===== src/rtl/matmul_tile_sched_pkg.sv =====
// Shared types and constants for the matmul tile scheduler: array edge, FSM state
// encoding and the tile-counter width helper.
package matmul_tile_sched_pkg;

    localparam int TILE = 4;
    localparam int DRW  = 2;

    typedef enum logic [3:0] {
        S_IDLE      = 4'd0,
        S_CLEAR     = 4'd1,
        S_ISSUE     = 4'd2,
        S_WAIT_DONE = 4'd3,
        S_NEXT_K    = 4'd4,
        S_DRAIN     = 4'd5,
        S_NEXT_TILE = 4'd6,
        S_DONE      = 4'd7,
        S_ERR       = 4'd8
    } sched_state_e;

    // Tile index width; a single-tile job still gets one bit.
    function automatic int tile_cw(input int nt);
        return (nt > 1) ? $clog2(nt) : 1;
    endfunction

endpackage


===== src/rtl/matmul_tile_sched_if.sv =====
// Job command, array-controller handshake, tile indices, drain port and status of
// the tile scheduler, bundled for the scheduler (master) and its environment (slave).
interface matmul_tile_sched_if
    import matmul_tile_sched_pkg::*;
#(
    parameter int CW = 1
);
    logic           cmd_valid;
    logic           cmd_ready;
    logic           abort;
    logic           ctrl_start;
    logic           ctrl_busy;
    logic           ctrl_done;
    logic           acc_clear;
    logic [CW-1:0]  row_tile;
    logic [CW-1:0]  col_tile;
    logic [CW-1:0]  k_tile;
    logic           drain_valid;
    logic           drain_ready;
    logic [DRW-1:0] drain_row;
    logic           drain_last;
    logic           busy;
    logic           job_done;
    logic           err_timeout;

    modport master (
        input  cmd_valid, abort, ctrl_busy, ctrl_done, drain_ready,
        output cmd_ready, ctrl_start, acc_clear, row_tile, col_tile, k_tile,
               drain_valid, drain_row, drain_last, busy, job_done, err_timeout
    );

    modport slave (
        output cmd_valid, abort, ctrl_busy, ctrl_done, drain_ready,
        input  cmd_ready, ctrl_start, acc_clear, row_tile, col_tile, k_tile,
               drain_valid, drain_row, drain_last, busy, job_done, err_timeout
    );

endinterface


===== src/rtl/matmul_tile_sched_tile_odometer.sv =====
// Three-digit (k, col, row) tile counter; k steps independently, col carries into row.
// Each digit wraps at NT by explicit compare; wrap flags are combinational.
module tile_odometer #(
    parameter int NT = 2,
    parameter int CW = 1
) (
    input  logic          clk,
    input  logic          rst_n,
    input  logic          clr_i,
    input  logic          inc_k_i,
    input  logic          inc_out_i,
    output logic [CW-1:0] k_o,
    output logic [CW-1:0] col_o,
    output logic [CW-1:0] row_o,
    output logic          k_wrap_o,
    output logic          col_wrap_o,
    output logic          row_wrap_o
);
    localparam logic [CW-1:0] LAST = CW'(NT - 1);

    logic [CW-1:0] k_q, k_d;
    logic [CW-1:0] col_q, col_d;
    logic [CW-1:0] row_q, row_d;

    assign k_wrap_o   = (k_q == LAST);
    assign col_wrap_o = (col_q == LAST);
    assign row_wrap_o = (row_q == LAST);
    assign k_o        = k_q;
    assign col_o      = col_q;
    assign row_o      = row_q;

    always_comb begin
        k_d   = k_q;
        col_d = col_q;
        row_d = row_q;
        if (clr_i) begin
            k_d   = '0;
            col_d = '0;
            row_d = '0;
        end else begin
            if (inc_k_i) begin
                k_d = k_wrap_o ? '0 : k_q + CW'(1);
            end
            if (inc_out_i) begin
                if (col_wrap_o) begin
                    col_d = '0;
                    row_d = row_wrap_o ? '0 : row_q + CW'(1);
                end else begin
                    col_d = col_q + CW'(1);
                end
            end
        end
    end

    always_ff @(posedge clk or negedge rst_n) begin
        if (!rst_n) begin
            k_q   <= '0;
            col_q <= '0;
            row_q <= '0;
        end else begin
            k_q   <= k_d;
            col_q <= col_d;
            row_q <= row_d;
        end
    end

endmodule


===== src/rtl/matmul_tile_sched.sv =====
// Job-level scheduler for one NxN matmul on the TILExTILE systolic array: walks output
// tiles row-major with K innermost, pulses the array controller, drains each tile.
module matmul_tile_sched
    import matmul_tile_sched_pkg::*;
#(
    parameter int N       = 8,
    parameter int TIMEOUT = 255
) (
    input  logic                clk,
    input  logic                rst_n,
    matmul_tile_sched_if.master bus
);
    localparam int              NT       = N / TILE;
    localparam int              CW       = tile_cw(NT);
    localparam logic [7:0]      WD_LAST  = 8'(TIMEOUT - 1);
    localparam logic [DRW-1:0]  ROW_LAST = DRW'(TILE - 1);

    if (N % TILE != 0) begin : g_bad_n
        $error("matmul_tile_sched: N must be a multiple of TILE");
    end

    sched_state_e   state_q;
    logic [7:0]     wd_q;
    logic [DRW-1:0] drain_row_q;
    logic           start_q;
    logic           err_q;

    logic           accept;
    logic           odo_clr;
    logic           inc_k;
    logic           inc_out;
    logic           k_wrap;
    logic           col_wrap;
    logic           row_wrap;
    logic [CW-1:0]  k_tile;
    logic [CW-1:0]  col_tile;
    logic [CW-1:0]  row_tile;

    assign accept  = (state_q == S_IDLE) && bus.cmd_valid;
    assign odo_clr = bus.abort || accept;
    assign inc_k   = (state_q == S_NEXT_K) && !bus.abort;
    assign inc_out = (state_q == S_NEXT_TILE) && !bus.abort;

    tile_odometer #(
        .NT (NT),
        .CW (CW)
    ) u_odometer (
        .clk        (clk),
        .rst_n      (rst_n),
        .clr_i      (odo_clr),
        .inc_k_i    (inc_k),
        .inc_out_i  (inc_out),
        .k_o        (k_tile),
        .col_o      (col_tile),
        .row_o      (row_tile),
        .k_wrap_o   (k_wrap),
        .col_wrap_o (col_wrap),
        .row_wrap_o (row_wrap)
    );

    // ctrl_start is registered so ctrl_busy never reaches an output combinationally.
    always_ff @(posedge clk or negedge rst_n) begin
        if (!rst_n) begin
            state_q     <= S_IDLE;
            wd_q        <= '0;
            drain_row_q <= '0;
            start_q     <= 1'b0;
            err_q       <= 1'b0;
        end else if (bus.abort) begin
            state_q     <= S_IDLE;
            wd_q        <= '0;
            drain_row_q <= '0;
            start_q     <= 1'b0;
            err_q       <= 1'b0;
        end else begin
            start_q <= 1'b0;
            unique case (state_q)
                S_IDLE: begin
                    if (bus.cmd_valid) state_q <= S_CLEAR;
                end
                S_CLEAR: state_q <= S_ISSUE;
                S_ISSUE: begin
                    if (!bus.ctrl_busy) begin
                        start_q <= 1'b1;
                        wd_q    <= '0;
                        state_q <= S_WAIT_DONE;
                    end
                end
                S_WAIT_DONE: begin
                    if (bus.ctrl_done) begin
                        state_q <= S_NEXT_K;
                    end else if (wd_q == WD_LAST) begin
                        err_q   <= 1'b1;
                        state_q <= S_ERR;
                    end else begin
                        wd_q <= wd_q + 8'd1;
                    end
                end
                S_NEXT_K: state_q <= k_wrap ? S_DRAIN : S_ISSUE;
                S_DRAIN: begin
                    if (bus.drain_ready) begin
                        if (drain_row_q == ROW_LAST) begin
                            drain_row_q <= '0;
                            state_q     <= S_NEXT_TILE;
                        end else begin
                            drain_row_q <= drain_row_q + DRW'(1);
                        end
                    end
                end
                // The odometer wraps row/col back to zero on the final tile.
                S_NEXT_TILE: state_q <= (row_wrap && col_wrap) ? S_DONE : S_CLEAR;
                S_DONE:      state_q <= S_IDLE;
                S_ERR:       state_q <= S_ERR;
                default:     state_q <= S_IDLE;
            endcase
        end
    end

    assign bus.cmd_ready   = (state_q == S_IDLE);
    assign bus.busy        = (state_q != S_IDLE);
    assign bus.acc_clear   = (state_q == S_CLEAR);
    assign bus.drain_valid = (state_q == S_DRAIN);
    assign bus.job_done    = (state_q == S_DONE);
    assign bus.ctrl_start  = start_q;
    assign bus.err_timeout = err_q;
    assign bus.drain_row   = drain_row_q;
    assign bus.row_tile    = row_tile;
    assign bus.col_tile    = col_tile;
    assign bus.k_tile      = k_tile;
    assign bus.drain_last  = (state_q == S_DRAIN) && row_wrap && col_wrap
                             && (drain_row_q == ROW_LAST);

endmodule


===== src/flat_wrapper.sv =====
// flat-port wrapper written by rule: the top's interface ports become plain ports
module matmul_tile_sched_flat import matmul_tile_sched_pkg::*;
#(
    parameter int N       = 8,
    parameter int TIMEOUT = 255
)
  (clk, rst_n, bus_cmd_valid, bus_abort, bus_ctrl_busy, bus_ctrl_done, bus_drain_ready, bus_cmd_ready, bus_ctrl_start, bus_acc_clear, bus_row_tile, bus_col_tile, bus_k_tile, bus_drain_valid, bus_drain_row, bus_drain_last, bus_busy, bus_job_done, bus_err_timeout);
  matmul_tile_sched_if #(.CW((1))) bus_i ();
  input  logic clk;
  input  logic rst_n;
  input wire logic [$bits(bus_i.cmd_valid)-1:0] bus_cmd_valid;
  input wire logic [$bits(bus_i.abort)-1:0] bus_abort;
  input wire logic [$bits(bus_i.ctrl_busy)-1:0] bus_ctrl_busy;
  input wire logic [$bits(bus_i.ctrl_done)-1:0] bus_ctrl_done;
  input wire logic [$bits(bus_i.drain_ready)-1:0] bus_drain_ready;
  output wire logic [$bits(bus_i.cmd_ready)-1:0] bus_cmd_ready;
  output wire logic [$bits(bus_i.ctrl_start)-1:0] bus_ctrl_start;
  output wire logic [$bits(bus_i.acc_clear)-1:0] bus_acc_clear;
  output wire logic [$bits(bus_i.row_tile)-1:0] bus_row_tile;
  output wire logic [$bits(bus_i.col_tile)-1:0] bus_col_tile;
  output wire logic [$bits(bus_i.k_tile)-1:0] bus_k_tile;
  output wire logic [$bits(bus_i.drain_valid)-1:0] bus_drain_valid;
  output wire logic [$bits(bus_i.drain_row)-1:0] bus_drain_row;
  output wire logic [$bits(bus_i.drain_last)-1:0] bus_drain_last;
  output wire logic [$bits(bus_i.busy)-1:0] bus_busy;
  output wire logic [$bits(bus_i.job_done)-1:0] bus_job_done;
  output wire logic [$bits(bus_i.err_timeout)-1:0] bus_err_timeout;
  assign bus_i.cmd_valid = bus_cmd_valid;
  assign bus_i.abort = bus_abort;
  assign bus_i.ctrl_busy = bus_ctrl_busy;
  assign bus_i.ctrl_done = bus_ctrl_done;
  assign bus_i.drain_ready = bus_drain_ready;
  assign bus_cmd_ready = bus_i.cmd_ready;
  assign bus_ctrl_start = bus_i.ctrl_start;
  assign bus_acc_clear = bus_i.acc_clear;
  assign bus_row_tile = bus_i.row_tile;
  assign bus_col_tile = bus_i.col_tile;
  assign bus_k_tile = bus_i.k_tile;
  assign bus_drain_valid = bus_i.drain_valid;
  assign bus_drain_row = bus_i.drain_row;
  assign bus_drain_last = bus_i.drain_last;
  assign bus_busy = bus_i.busy;
  assign bus_job_done = bus_i.job_done;
  assign bus_err_timeout = bus_i.err_timeout;
  matmul_tile_sched #(.N(N), .TIMEOUT(TIMEOUT)) u_core (.clk(clk), .rst_n(rst_n), .bus(bus_i));
endmodule

===== config.mk =====
export PLATFORM = sky130hd
export DESIGN_NAME = matmul_tile_sched_flat
export DESIGN_NICKNAME = d
export VERILOG_FILES = /design/src/rtl/matmul_tile_sched_pkg.sv /design/src/rtl/matmul_tile_sched_if.sv /design/src/rtl/matmul_tile_sched_tile_odometer.sv /design/src/rtl/matmul_tile_sched.sv /design/src/flat_wrapper.sv
export SDC_FILE = /design/constraint.sdc
export NUM_CORES = 1
export LEC_CHECK = 0
export BUFFER_PORTS_ARGS = -buffer_cell sky130_fd_sc_hd__buf_2
export CORE_UTILIZATION = 55
export DETAILED_ROUTE_END_ITERATION = 12
export PLACE_DENSITY = 0.78
export SETUP_SLACK_MARGIN = 0.2
export SYNTH_ARGS = -nofsm -noshare
export SYNTH_HDL_FRONTEND = slang
export SYNTH_HIERARCHICAL = 1
export SYNTH_SLANG_ARGS = --single-unit

===== constraint.sdc =====
create_clock -name clk -period 1.9 [get_ports clk]
set_input_delay 0.19 -clock clk [delete_from_list [all_inputs] [get_ports clk]]
set_output_delay 0.19 -clock clk [all_outputs]
set_load 0.005 [all_outputs]

[After elaboration in Yosys (flattened, before gate mapping)]
Index checks and enable logic that the tools add are counted.
Word-level totals
  logic and storage cells: 91
  input bits: 7
  bits in registers: 19
Operators by class
  equal/unequal tests: 18
  mux-type cells: 36
  add/subtract/negate cells: 5
  reduce and logical (&&, ||, !) cells: 24
Operator list (number)
  $mux 8: 4
  $pmux 4 s8: 1
  $mux 4: 7
  $mux 1: 17
  $eq 4x3->1 const B: 4
  $pmux 8 s2: 1
  $ne 3x3->1 const B: 5
  $reduce_bool 2->1: 7
  $add 8x1->8 const B: 1
  $eq 4x2->1 const B: 2
  $eq 8x8->1 const B: 1
  $mux 2: 4
  $logic_and 1x1->1: 7
  $mux 3: 2
  $reduce_and 5->1: 1
  $eq 4x1->1 const B: 1
  $eq 4x4->1 const B: 1
  $logic_not 4->1: 1
  $ne 4x3->1 const B: 1
  $reduce_and 2->1: 2
  $reduce_and 4->1: 1
  $reduce_bool 4->1: 1
  $add 1x1->1 const B: 3
  $ne 3x2->1 const B: 1
  7 further kinds: 7

[Depth between registers and ports, before layout]
Gate-level depths: netlist of the first run.
  depth in word-level cells: 5
  gate-level depth with buffers: 6
  gate-level depth less buffers: 6

[Cells and area by module]
Netlist of the first run, hierarchy kept.
By module, submodules not included
  matmul_tile_sched: area each 1046.0 um2, times used 1, cells an instance 118
  tile_odometer: area each 148.9 um2, times used 1, cells an instance 13

[Worst setup path after synthesis of the first run]
Ideal clock, no wire load.
  path type: reg-to-reg
  from: register u_core.wd_q[0]
  to: register u_core.wd_q[1]
  path buffers: 0
  data arrival time: 1.372 ns
  required time: 1.772 ns
  setup time: 0.128 ns
  stages on the path, launching flop included: 7
  path slack: 0.401 ns
  path through: dfrtp_1 inv_1 ha_1 nand3_1 o211ai_2 nand2_2 mux2_1
Between the ends
  word-level cells in the longest chain between the ends: 5
RTL lines
  start: declaration: line matmul_tile_sched.sv:23  | logic [7:0] wd_q;
  start signal: assignment: line matmul_tile_sched.sv:96  | wd_q <= wd_q + 8'd1;
  $add 8x1->8: line matmul_tile_sched.sv:96
  $mux 8: line matmul_tile_sched.sv:92  | end else if (wd_q == WD_LAST) begin
  $mux 8: line matmul_tile_sched.sv:90  | if (bus.ctrl_done) begin
  $pmux 8 s2: line matmul_tile_sched.sv:77  | unique case (state_q)
  $mux 8: line matmul_tile_sched.sv:69  | end else if (bus.abort) begin
Parallel ways exist; a longest one is shown, timed or not. The select of a mux whose other input is x is not followed.
A chain may end at the register's enable or synchronous reset.

[Worst setup path in the final report of the first run]
Same ends and word-level chain as after synthesis.

==> qor.log, run 1 <==
INFO  placement      dpl_worst_slack=0.226ns
INFO  yosys          synthesis.area_per_instance=9.12um2
INFO  sta            worst_slew_margin_rel=0.714
INFO  route          detail_route.wl_per_cell=15.0um
INFO  route          detail_route.vias_per_cell=5.97
INFO  sta            finalSetupTns=0ns
INFO  yosys          postSynth.topFlopCell=sky130_fd_sc_hd__dfrtp_1
INFO  yosys          postSynth.asyncResetShare=1.00
INFO  yosys          yosys.cell_count.top_type=sky130_fd_sc_hd__dfrtp_1
INFO  final_layout   seq_area=480um2
INFO  clock_network  clkLatencyLatePin=0.30ns
INFO  yosys          synth_largest_type_area_fraction=0.398
INFO  clock_network  cts_max_path_buffers=2
INFO  die            floorplan.core_area=0.00200mm2
INFO  sta            final-setup-viol-count=0
INFO  critical_path  setup.worst_path.start=u_core/wd_q[0]$_DFFE_PN0P_
INFO  die            die_area=0.00236mm2
INFO  pwr            power_density=819mW/mm2
INFO  final_layout   area_occupied_by_multi_input_gates=672um2
INFO  yosys          synthDistinctLibCells=45
INFO  final_layout   nFillCells=144
INFO  critical_path  worst_r2r_endpoint=u_core/wd_q[1]$_DFFE_PN0P_
INFO  yosys          synth_enable_flop_cells=0
INFO  sta            worst_clock_skew_on_the_final_layout=0.0118ns
INFO  route          totalWireLength=2.83mm
INFO  clock_network  clockRootBuffer=sky130_fd_sc_hd__clkbuf_4
INFO  sta            finalHoldViolations=0
INFO  clock_network  numClockSinks=19
INFO  final_layout   drive_gt1_frac=0.335
INFO  yosys          synthesis.instances=131
INFO  yosys          post_synth_instance_area=0.00119mm2
INFO  placement      number_of_buffers_added_on_ports=19
INFO  critical_path  path_class=flop to flop
INFO  outcome        outcome=complete, no violations
INFO  sta            timing.fmax=0.614GHz
INFO  critical_path  timing.critical_path.to_type=flop
INFO  route          drt_pass1_iterations=4
INFO  route          dr.first_iter.drc_count=31
INFO  clock_network  cts.clk_slew.worst_paths=0.13ns
INFO  sta            final_period_minus_worst_setup_slack=1.63ns
INFO  yosys          synth_sequential_area_ratio=0.398
INFO  global_routing grt_util_all_layers=0.228
INFO  min_path       min_delay_worst_endpoint=u_core/bus.ctrl_start$_DFF_PN0_
INFO  clock_network  cts_tree=yes
INFO  route          drc=0
INFO  sta            max_slew_vio_count=0
INFO  die            rows=16
INFO  clock_network  numCtsBuffers=3
INFO  yosys          number_of_storage_elements_in_the_synthesis_netlist=19
INFO  pwr            vdd_ir_drop_max=0.685mV
INFO  yosys          synth.yosys.warnings=6
INFO  sta            layout_worst_path_cycle_share=0.857
INFO  die            vertical_die_dimension=48.6um
INFO  sta            tightest_slew=0.429ns
INFO  yosys          synth.largest_area_cell=sky130_fd_sc_hd__dfrtp_1
INFO  die            dieWidth=48.6um
INFO  critical_path  regToRegStartpoint=u_core/wd_q[0]$_DFFE_PN0P_
INFO  final_layout   finalNetCount=172
INFO  job            max_cap_violations=0
INFO  global_routing largest_net_degree_at_the_start_of_global_routing=20
INFO  critical_path  worst-path-max-fanout=5
INFO  die            design.portCount=20
INFO  critical_path  worst-endpoint-required=2.10ns
INFO  placement      gp_congestion=0.830
INFO  sta            grt_setup_unrepaired=no
INFO  final_layout   antennaDiodeCount=0
INFO  global_routing grt_pass1_wl=4.20mm
INFO  route          dr_total_vias=1123
INFO  min_path       min-delay-path-class=input port to flop
INFO  pwr            p_leak=0.000665uW
INFO  placement      dp.final_hpwl=1.77mm
INFO  route          drtAntennaViolNets=0
INFO  final_layout   finish.utilization=0.718
INFO  final_layout   areaGrowthSynthToFinish=20.3%
INFO  yosys          synth.top_cells.by_count=sky130_fd_sc_hd__dfrtp_1 (19), sky130_fd_sc_hd__nand2_1 (13), sky130_fd_sc_hd__nor2_1 (11)
INFO  yosys          synth.net_count=141
INFO  clock_network  cts_max_level=1
INFO  die            floorplan.initialDensity=0.597
INFO  global_routing overflow=0
INFO  min_path       holdPathStages=2
INFO  critical_path  timing.reg2reg.setup_slack=0.27ns
INFO  critical_path  setup.worst_path.start_class=flop
INFO  critical_path  worstRegToRegCells=6
INFO  yosys          post_synth_main_area_contributors=sky130_fd_sc_hd__dfrtp_1 (40%), sky130_fd_sc_hd__nand2_1 (4.1%), sky130_fd_sc_hd__a21oi_1 (3.8%)
INFO  global_routing first_global_vias=919
INFO  global_routing grt_antenna_before_repair=0
INFO  sta            postLayoutSetupSlackWorst=0.272ns
INFO  min_path       hold_path_startpoint=bus_ctrl_busy
INFO  critical_path  critPathArrivalTime=1.83ns
==> critical path: stages, from the launching register on <==
cell,delay [ns]
sky130_fd_sc_hd__dfrtp_1,0.43
sky130_fd_sc_hd__inv_1,0.07
sky130_fd_sc_hd__ha_1,0.16
sky130_fd_sc_hd__nand3_2,0.12
sky130_fd_sc_hd__o211ai_2,0.27
sky130_fd_sc_hd__nand2_2,0.13
sky130_fd_sc_hd__mux2_1,0.33
==> cell usage in the layout, fill, tap and decap left out, types with 2 or more instances in the layout <==
master and count:
sky130_fd_sc_hd__dfrtp_1 15, sky130_fd_sc_hd__o211ai_2 2, sky130_fd_sc_hd__a31oi_1 6, sky130_fd_sc_hd__a2bb2oi_1 2
sky130_fd_sc_hd__clkbuf_4 3, sky130_fd_sc_hd__xnor2_1 2, sky130_fd_sc_hd__or3_1 4, sky130_fd_sc_hd__o21ai_1 3
sky130_fd_sc_hd__nor2_1 11, sky130_fd_sc_hd__and3_1 2, sky130_fd_sc_hd__mux2i_1 2, sky130_fd_sc_hd__inv_1 3
sky130_fd_sc_hd__buf_4 14, sky130_fd_sc_hd__nand2_1 13, sky130_fd_sc_hd__nor3_1 3, sky130_fd_sc_hd__buf_2 19
sky130_fd_sc_hd__a21oi_1 9, sky130_fd_sc_hd__ha_1 3, sky130_fd_sc_hd__nand2b_1 2, sky130_fd_sc_hd__dfrtp_2 4
sky130_fd_sc_hd__nand3b_1 2, sky130_fd_sc_hd__o21ai_0 2, sky130_fd_sc_hd__nor3_2 2, sky130_fd_sc_hd__nand3_1 8
==> power breakdown <==
group | internal [uW] | total (uW) | switching [uW]
clock network | 80.0 | 219 | 139
logic | 228 | 457 | 229
registers | 439 | 501 | 62.1
total | 747 | 1180 | 430
==> registers in the layout, summed over array words and instances, names as in the netlist <==
register,flops
u_core/bus.ctrl_start,1
u_core/bus.drain_row,2
u_core/u_odometer/row_o,1
u_core/bus.err_timeout,1
u_core/wd_q,8
u_core/state_q,4
u_core/u_odometer/col_o,1
u_core/u_odometer/k_o,1
==> per-layer routing <==
layer / vias up / part of all wire / global-route usage
met1: 537 / 0.48 / 0.336
met2: 37 / 0.46 / 0.354
li1: 545 / - / -
met3: 4 / 0.042 / 0.0283
met4: 0 / 0.014 / 0.0588
met5: - / 0 / 0
==> layout make-up <==
| class | count | area share |
|---|---|---|
| clock buffers | 3 | 0.0157 |
| clock inverters | 1 | 0.00522 |
| inverters | 3 | 0.00783 |
| multi-input cells | 101 | 0.467 |
| flip-flops and latches | 19 | 0.334 |
| well taps | 27 | 0.0235 |
| repair buffers | 34 | 0.146 |
==> worst max path at each step <==
stage                                 end  slack, ns  cells after the start
5_1_grt                    bus_drain_last       0.19                      3
2_1_floorplan  u_core/wd_q[1]$_DFFE_PN0P_       0.40                      6
4_1_cts        u_core/wd_q[1]$_DFFE_PN0P_       0.20                      6
3_3_place_gp   u_core/wd_q[1]$_DFFE_PN0P_       0.32                      6
3_5_place_dp   u_core/wd_q[1]$_DFFE_PN0P_       0.23                      6
6_report       u_core/wd_q[1]$_DFFE_PN0P_       0.27                      6
==> metrics by stage <==
step / cells / instance area (um2) / hold slack, ns / total power [uW]
6_report: 188 / 1440 / 0.0628 / 1180
3_5_place_dp: 170 / 1280 / 0.156 / 847
4_1_cts: 175 / 1320 / 0.0578 / 1070
5_1_grt: 188 / 1440 / 0.0482 / 1260
3_3_place_gp: 170 / 1280 / 0.154 / 840
2_1_floorplan: 131 / 1190 / -0.106 / 751
==> kinds of logic (layout without fill, tap and decap cells) <==
logic type               Yosys count  after routing  share of synthesized area
AND/OR/NAND/NOR                   60             60                      0.282
AO/OA/AOI/OAI                     33             33                      0.193
adder cells (fa/ha/maj)            3              3                     0.0314
XOR/XNOR                           2              2                     0.0147
flip-flops                        19             19                      0.398
buffers and inverters             11             41                     0.0555
multiplexers                       3              3                     0.0262
==> timing repair <==
| item | CTS | global route |
|---|---|---|
| setup endpoints to repair | 1 | 5 |
| hold buffers | 1 | 0 |
| resized for setup | 2 | 5 |
| hold endpoints to repair | 19 | 0 |
| setup buffers | 0 | 13 |
| pin swaps | 0 | 4 |
(Power assumes the default switching activity.)
==> run 2, diff against run 1 <==
--- a/config.mk
+++ b/config.mk
@@ -6,9 +6,9 @@
 export NUM_CORES = 1
 export LEC_CHECK = 0
 export BUFFER_PORTS_ARGS = -buffer_cell sky130_fd_sc_hd__buf_2
-export CORE_UTILIZATION = 55
+export CORE_UTILIZATION = 49
 export DETAILED_ROUTE_END_ITERATION = 12
-export PLACE_DENSITY = 0.78
+export PLACE_DENSITY = 0.74
 export SETUP_SLACK_MARGIN = 0.2
 export SYNTH_ARGS = -nofsm -noshare
 export SYNTH_HDL_FRONTEND = slang
==> constraint.sdc (replaced) <==
create_clock -name clk -period 1.4 [get_ports clk]
set_input_delay 0.14 -clock clk [delete_from_list [all_inputs] [get_ports clk]]
set_output_delay 0.14 -clock clk [all_outputs]
set_load 0.005 [all_outputs]
==> qor.log, run 2 (synthesis gave the netlist of run 1 again) <==
INFO  die            die_area=0.00264mm2
INFO  critical_path  critPathArrivalTime=1.75ns
INFO  final_layout   largest_reg_flops=8
INFO  placement      number_of_buffers_added_on_ports=19
INFO  final_layout   max_flop_register=u_core/wd_q
INFO  sta            timing.fmax=0.640GHz
INFO  route          drc=0
INFO  route          totalWireLength=3.91mm
INFO  placement      gp_congestion=0.927
INFO  final_layout   nFillCells=124
INFO  pwr            p_leak=0.000902uW
INFO  final_layout   mostFrequentLayoutCell=sky130_fd_sc_hd__buf_4
INFO  critical_path  cpMaxStageDelayCell=sky130_fd_sc_hd__dfrtp_1
INFO  die            dieWidth=51.4um
INFO  critical_path  timing.critical_path.buf_inv=2
INFO  critical_path  crit_family=compound AO/OA/AOI/OAI gates
INFO  critical_path  worst-endpoint-required=1.59ns
INFO  sta            finalHoldWorstSlack=0.0372ns
INFO  route          dr_total_vias=1357
INFO  clock_network  numClockSinks=19
INFO  die            rows=17
INFO  sta            worst_clock_skew_on_the_final_layout=0.00564ns
INFO  critical_path  timing.reg2reg.setup_slack=-0.16ns
INFO  route          drt_pass1_iterations=4
INFO  sta            finalHoldViolations=0
INFO  outcome        violations_in_the_final_reports=negative setup slack
INFO  outcome        outcome=finished, violations left
INFO  pwr            power_density=1150mW/mm2
INFO  final_layout   finalNetCount=200
INFO  die            floorplan.initialDensity=0.530
INFO  die            floorplan.core_area=0.00225mm2
INFO  die            design.portCount=20
INFO  job            max_cap_violations=0
INFO  critical_path  critPathCapture=u_core/wd_q[4]$_DFFE_PN0P_
INFO  critical_path  worstRegToRegCells=7
INFO  route          detail_route.vias_per_cell=6.25
INFO  critical_path  setup.worst_path.start=u_core/wd_q[0]$_DFFE_PN0P_
INFO  sta            final_period_minus_worst_setup_slack=1.56ns
INFO  clock_network  clockRootBuffer=sky130_fd_sc_hd__clkbuf_4
INFO  min_path       min-delay-path-class=input port to flop
INFO  sta            layout_worst_path_cycle_share=1.12
INFO  critical_path  cp_peak_stage_delay=0.42ns
INFO  global_routing grt_antenna_before_repair=0
INFO  global_routing grt_pass1_wl=5.69mm
INFO  final_layout   antennaDiodeCount=0
INFO  sta            max_slew_vio_count=0
INFO  placement      dp.final_hpwl=2.22mm
INFO  critical_path  cp.depth=7
INFO  critical_path  regToRegStartpoint=u_core/wd_q[0]$_DFFE_PN0P_
INFO  die            vertical_die_dimension=51.4um
INFO  route          dr.first_iter.drc_count=42
INFO  global_routing largest_net_degree_at_the_start_of_global_routing=20
INFO  critical_path  worst-path-max-fanout=3
INFO  sta            postLayoutSetupSlackWorst=-0.161ns
INFO  clock_network  cts.clk_slew.worst_paths=0.12ns
INFO  global_routing overflow=0
INFO  route          detail_route.wl_per_cell=18.0um
INFO  final_layout   finish.utilization=0.842
INFO  route          drtAntennaViolNets=0
INFO  global_routing grt_util_all_layers=0.297
INFO  pwr            vdd_ir_drop_max=0.754mV
INFO  sta            worst_slew_margin_rel=0.708
INFO  clock_network  cts_max_path_buffers=2
INFO  clock_network  cts_tree=yes
INFO  sta            finalSetupTns=-1.40ns
INFO  global_routing first_global_vias=1248
INFO  critical_path  crit_chain=inv_1 > ha_2 > nand3_4 > buf_4 > o211a_1 > a21oi_1 > a31oi_1
INFO  sta            grt_setup_unrepaired=yes
INFO  final_layout   areaGrowthSynthToFinish=59.0%
INFO  clock_network  cts_max_level=1
INFO  final_layout   drive_gt1_frac=0.561
INFO  critical_path  path_class=flop to flop
INFO  critical_path  setup.worst_path.start_class=flop
INFO  critical_path  timing.critical_path.to_type=flop
INFO  sta            tightest_slew=0.438ns
INFO  clock_network  clkLatencyLatePin=0.30ns
INFO  clock_network  numCtsBuffers=3
INFO  critical_path  worst_r2r_endpoint=u_core/wd_q[4]$_DFFE_PN0P_
INFO  final_layout   final_cell_mix=sky130_fd_sc_hd__buf_4 (27), sky130_fd_sc_hd__buf_2 (17), sky130_fd_sc_hd__buf_6 (17), sky130_fd_sc_hd__dfrtp_1 (15), sky130_fd_sc_hd__nand2_1 (9)
INFO  sta            final-setup-viol-count=18
[run 2: cell types whose count changed in the layout (fill, tap and decap cells not counted), moves of 2 or more]
cell and change:
sky130_fd_sc_hd__a21oi_1 -2, sky130_fd_sc_hd__o21ai_2 +2, sky130_fd_sc_hd__a21oi_2 +2, sky130_fd_sc_hd__nor3_2 -2, sky130_fd_sc_hd__buf_2 -2, sky130_fd_sc_hd__buf_4 +13
sky130_fd_sc_hd__nor2_4 +4, sky130_fd_sc_hd__buf_6 +17, sky130_fd_sc_hd__nor3_4 +3, sky130_fd_sc_hd__nand2_1 -4, sky130_fd_sc_hd__nor2_1 -5, sky130_fd_sc_hd__nand2_4 +2
sky130_fd_sc_hd__nand2_2 +2
[run 2: timing repair]
action / in CTS / in global routing
pin swaps: 17 / 12
setup endpoints to repair: 24 / 25
hold buffers: 1 / 0
hold endpoints to repair: 19 / 0
gates resized for setup: 33 / 21
buffers inserted: 11 / 8
[run 2: final cells by class]
class / instances / area [um2] / area share
flip-flops and latches: 19 / 480 / 0.253
inverters: 3 / 11.3 / 0.00593
clock buffers: 4 / 26.3 / 0.0138
multi-input cells: 101 / 857 / 0.451
repair buffers: 62 / 489 / 0.258
well taps: 28 / 35.0 / 0.0184
[run 2: worst min-delay path by stage]
stage	startpoint	to	slack, ns	cells after the start
after floorplan	rst_n	u_core/bus.ctrl_start$_DFF_PN0_	-0.16	0
after global placement	rst_n	u_core/wd_q[2]$_DFFE_PN0P_	0.11	1
after detailed placement	rst_n	u_core/bus.err_timeout$_DFFE_PN0P_	0.11	1
after CTS	bus_ctrl_busy	u_core/bus.ctrl_start$_DFF_PN0_	0.02	2
after global routing	bus_ctrl_busy	u_core/bus.ctrl_start$_DFF_PN0_	0.02	2
final	bus_ctrl_busy	u_core/bus.ctrl_start$_DFF_PN0_	0.04	2
[run 2: report_power, final]
group	switching (uW)	internal, uW
combinational	541	675
clock	182	111
sequential	71.1	596
[run 2: layer usage]
layer | part of all wire | vias up | GRT usage | routed length, um
met4 | 0.032 | 0 | 0.167 | 126
met3 | 0.059 | 14 | 0.0327 | 231
met5 | 0 | - | 0 | 0
li1 | - | 598 | - | -
met1 | 0.41 | 682 | 0.390 | 1620
met2 | 0.50 | 63 | 0.470 | 1940
[run 2: through the flow]
step | cell area [um2] | setup WS [ns] | total power, uW | cells
floorplan | 1250 | -0.0956 | 1060 | 131
global placement | 1490 | -0.0545 | 1290 | 193
detailed placement | 1490 | -0.123 | 1310 | 193
CTS | 1750 | -0.0901 | 1890 | 209
global route | 1900 | -0.238 | 2290 | 217
finish | 1900 | -0.161 | 2180 | 217
[run 2: worst reg2reg max path, stage by stage (launching register included)]
cell	delay [ns]
sky130_fd_sc_hd__dfrtp_1	0.42
sky130_fd_sc_hd__inv_1	0.08
sky130_fd_sc_hd__ha_2	0.19
sky130_fd_sc_hd__nand3_4	0.09
sky130_fd_sc_hd__buf_4	0.17
sky130_fd_sc_hd__o211a_1	0.24
sky130_fd_sc_hd__a21oi_1	0.19
sky130_fd_sc_hd__a31oi_1	0.08
==> run 3, diff against run 2 <==
--- a/config.mk
+++ b/config.mk
@@ -6,9 +6,10 @@
 export NUM_CORES = 1
 export LEC_CHECK = 0
 export BUFFER_PORTS_ARGS = -buffer_cell sky130_fd_sc_hd__buf_2
-export CORE_UTILIZATION = 49
+export CORE_UTILIZATION = 59
 export DETAILED_ROUTE_END_ITERATION = 12
-export PLACE_DENSITY = 0.74
+export HOLD_SLACK_MARGIN = 0.1
+export PLACE_DENSITY = 0.83
 export SETUP_SLACK_MARGIN = 0.2
 export SYNTH_ARGS = -nofsm -noshare
 export SYNTH_HDL_FRONTEND = slang
==> constraint.sdc (replaced) <==
create_clock -name clk -period 1.85 [get_ports clk]
set_input_delay 0.185 -clock clk [delete_from_list [all_inputs] [get_ports clk]]
set_output_delay 0.185 -clock clk [all_outputs]
set_load 0.005 [all_outputs]
==> qor.log, run 3 (synthesis gave the netlist of run 1 again) <==
INFO  placement      dpl_worst_slack=0.211ns
INFO  pwr            p_leak=0.000674uW
INFO  critical_path  crit_top_cell=sky130_fd_sc_hd__o211ai_2
INFO  route          drc=0
INFO  sta            final-setup-viol-count=0
INFO  critical_path  regToRegStartpoint=u_core/wd_q[0]$_DFFE_PN0P_
INFO  final_layout   max_flop_register=u_core/wd_q
INFO  final_layout   finalNetCount=174
INFO  final_layout   finish.cell_count_without_fillers=188
INFO  critical_path  timing.critical_path.to_type=flop
INFO  critical_path  timing.reg2reg.setup_slack=0.18ns
INFO  clock_network  numClockSinks=19
INFO  placement      dp.final_hpwl=1.89mm
INFO  critical_path  crit_chain=inv_1 > ha_1 > nand3_2 > o211ai_2 > o211ai_2 > buf_4 > mux2i_1
INFO  final_layout   nFillCells=134
INFO  sta            grt_setup_unrepaired=yes
INFO  die            design.portCount=20
INFO  sta            finalHoldViolations=0
INFO  clock_network  cts_max_level=1
INFO  critical_path  worstRegToRegCells=7
INFO  outcome        outcome=complete, no violations
INFO  final_layout   mostFrequentLayoutCell=sky130_fd_sc_hd__buf_2
INFO  final_layout   antennaDiodeCount=0
INFO  sta            worst_clock_skew_on_the_final_layout=0.00410ns
INFO  clock_network  cts_tree=yes
INFO  final_layout   areaGrowthSynthToFinish=20.8%
INFO  die            dieWidth=47um
INFO  critical_path  cp_peak_stage_delay=0.44ns
INFO  route          detail_route.vias_per_cell=6.34
INFO  pwr            vdd_ir_drop_max=0.519mV
INFO  critical_path  cpMaxStageDelayCell=sky130_fd_sc_hd__dfrtp_1
INFO  die            vertical_die_dimension=47um
INFO  placement      gp_congestion=0.893
INFO  route          dr_total_vias=1192
INFO  clock_network  clkLatencyLatePin=0.29ns
INFO  sta            finalSetupTns=0ns
INFO  route          dr.first_iter.drc_count=90
INFO  global_routing largest_net_degree_at_the_start_of_global_routing=20
INFO  clock_network  cts_max_path_buffers=2
INFO  final_layout   largest_reg_flops=8
INFO  final_layout   drive_gt1_frac=0.331
INFO  global_routing grt_util_all_layers=0.272
INFO  sta            max_slew_vio_count=0
INFO  critical_path  setup.worst_path.start_class=flop
INFO  critical_path  worst-path-max-fanout=5
INFO  sta            worst_slew_margin_rel=0.714
INFO  min_path       min-delay-path-class=input port to flop
INFO  final_layout   finish.utilization=0.793
INFO  route          drt_pass1_iterations=5
INFO  sta            layout_worst_path_cycle_share=0.905
INFO  sta            timing.fmax=0.597GHz
INFO  placement      number_of_buffers_added_on_ports=19
INFO  final_layout   final_cell_mix=sky130_fd_sc_hd__buf_2 (19), sky130_fd_sc_hd__dfrtp_1 (15), sky130_fd_sc_hd__buf_4 (15), sky130_fd_sc_hd__nand2_1 (12), sky130_fd_sc_hd__nor2_1 (11)
INFO  sta            postLayoutSetupSlackWorst=0.176ns
INFO  critical_path  critPathCapture=u_core/state_q[0]$_DFFE_PN0P_
INFO  global_routing grt_pass1_wl=4.12mm
INFO  die            floorplan.initialDensity=0.656
INFO  critical_path  setup.worst_path.start=u_core/wd_q[0]$_DFFE_PN0P_
INFO  route          detail_route.wl_per_cell=16.8um
INFO  global_routing first_global_vias=894
INFO  die            die_area=0.00221mm2
INFO  route          drtAntennaViolNets=0
INFO  critical_path  worst-endpoint-required=2.03ns
INFO  die            floorplan.core_area=0.00182mm2
INFO  global_routing grt_antenna_before_repair=0
INFO  pwr            power_density=856mW/mm2
INFO  critical_path  worst_r2r_endpoint=u_core/state_q[0]$_DFFE_PN0P_
INFO  critical_path  path_class=flop to flop
INFO  critical_path  critPathArrivalTime=1.86ns
INFO  sta            tightest_slew=0.429ns
INFO  clock_network  numCtsBuffers=3
INFO  job            max_cap_violations=0
INFO  global_routing overflow=0
INFO  die            rows=15
INFO  route          totalWireLength=3.15mm
INFO  clock_network  clockRootBuffer=sky130_fd_sc_hd__clkbuf_4
INFO  placement      placedCellCount=169
INFO  clock_network  cts.clk_slew.worst_paths=0.11ns
INFO  sta            final_period_minus_worst_setup_slack=1.67ns
## run 3: power breakdown
group	switching (uW)	internal, uW	leakage, uW
Sequential	55.4	451	0.000257
Combinational	269	250	0.000402
Clock	127	83.9	0.0000150
Total	452	784	0.000674
## run 3: final cells by class
type                       count  area [um2]  area share
inverter                       3        11.3     0.00780
sequential                    19         480       0.333
multi-input combinational    101         667       0.462
timing repair buffer          36         228       0.158
tap                           25        31.3      0.0217
clock buffer                   4        26.3      0.0182
## run 3: worst max-delay path: cells and delay by family (launching register included)
kind | cells | cell delay (ns)
AO/OA/AOI/OAI | 2 | 0.47
adder cells (fa/ha/maj) | 1 | 0.17
AND/OR/NAND/NOR | 1 | 0.13
multiplexers | 1 | 0.11
buffers and inverters | 2 | 0.25
flip-flops | 1 | 0.44
## run 3: stage by stage
| step | hold WS (ns) | total power, uW | instance area [um2] |
|---|---|---|---|
| CTS | 0.150 | 1110 | 1350 |
| finish | 0.153 | 1240 | 1440 |
| floorplan | -0.111 | 772 | 1190 |
| global placement | 0.145 | 878 | 1280 |
| detailed placement | 0.147 | 894 | 1280 |
| global route | 0.145 | 1310 | 1440 |
## run 3: how the worst min path moves through the flow
stage                    start                                  end  cells past startpoint
2_1_floorplan            rst_n      u_core/bus.ctrl_start$_DFF_PN0_                      0
4_1_cts        bus_drain_ready  u_core/bus.drain_row[1]$_DFFE_PN0P_                      3
5_1_grt        bus_drain_ready  u_core/bus.drain_row[1]$_DFFE_PN0P_                      3
3_3_place_gp             rst_n           u_core/wd_q[2]$_DFFE_PN0P_                      1
3_5_place_dp             rst_n           u_core/wd_q[5]$_DFFE_PN0P_                      1
6_report       bus_drain_ready  u_core/bus.drain_row[1]$_DFFE_PN0P_                      3
## run 3: timing repair
action	in CTS	in global routing
setup endpoints to repair	3	6
hold endpoints to repair	20	0
gates cloned	0	0
hold buffers	2	0
pin swaps	0	6
setup buffers	2	11
resized for setup	3	4
## run 3: metal layers
metal / routed length (um) / share of wire / global-route usage
met1: 1290 / 0.41 / 0.379
met4: 71 / 0.023 / 0.120
met3: 348 / 0.11 / 0.0462
met5: 0 / 0 / 0
met2: 1440 / 0.46 / 0.414
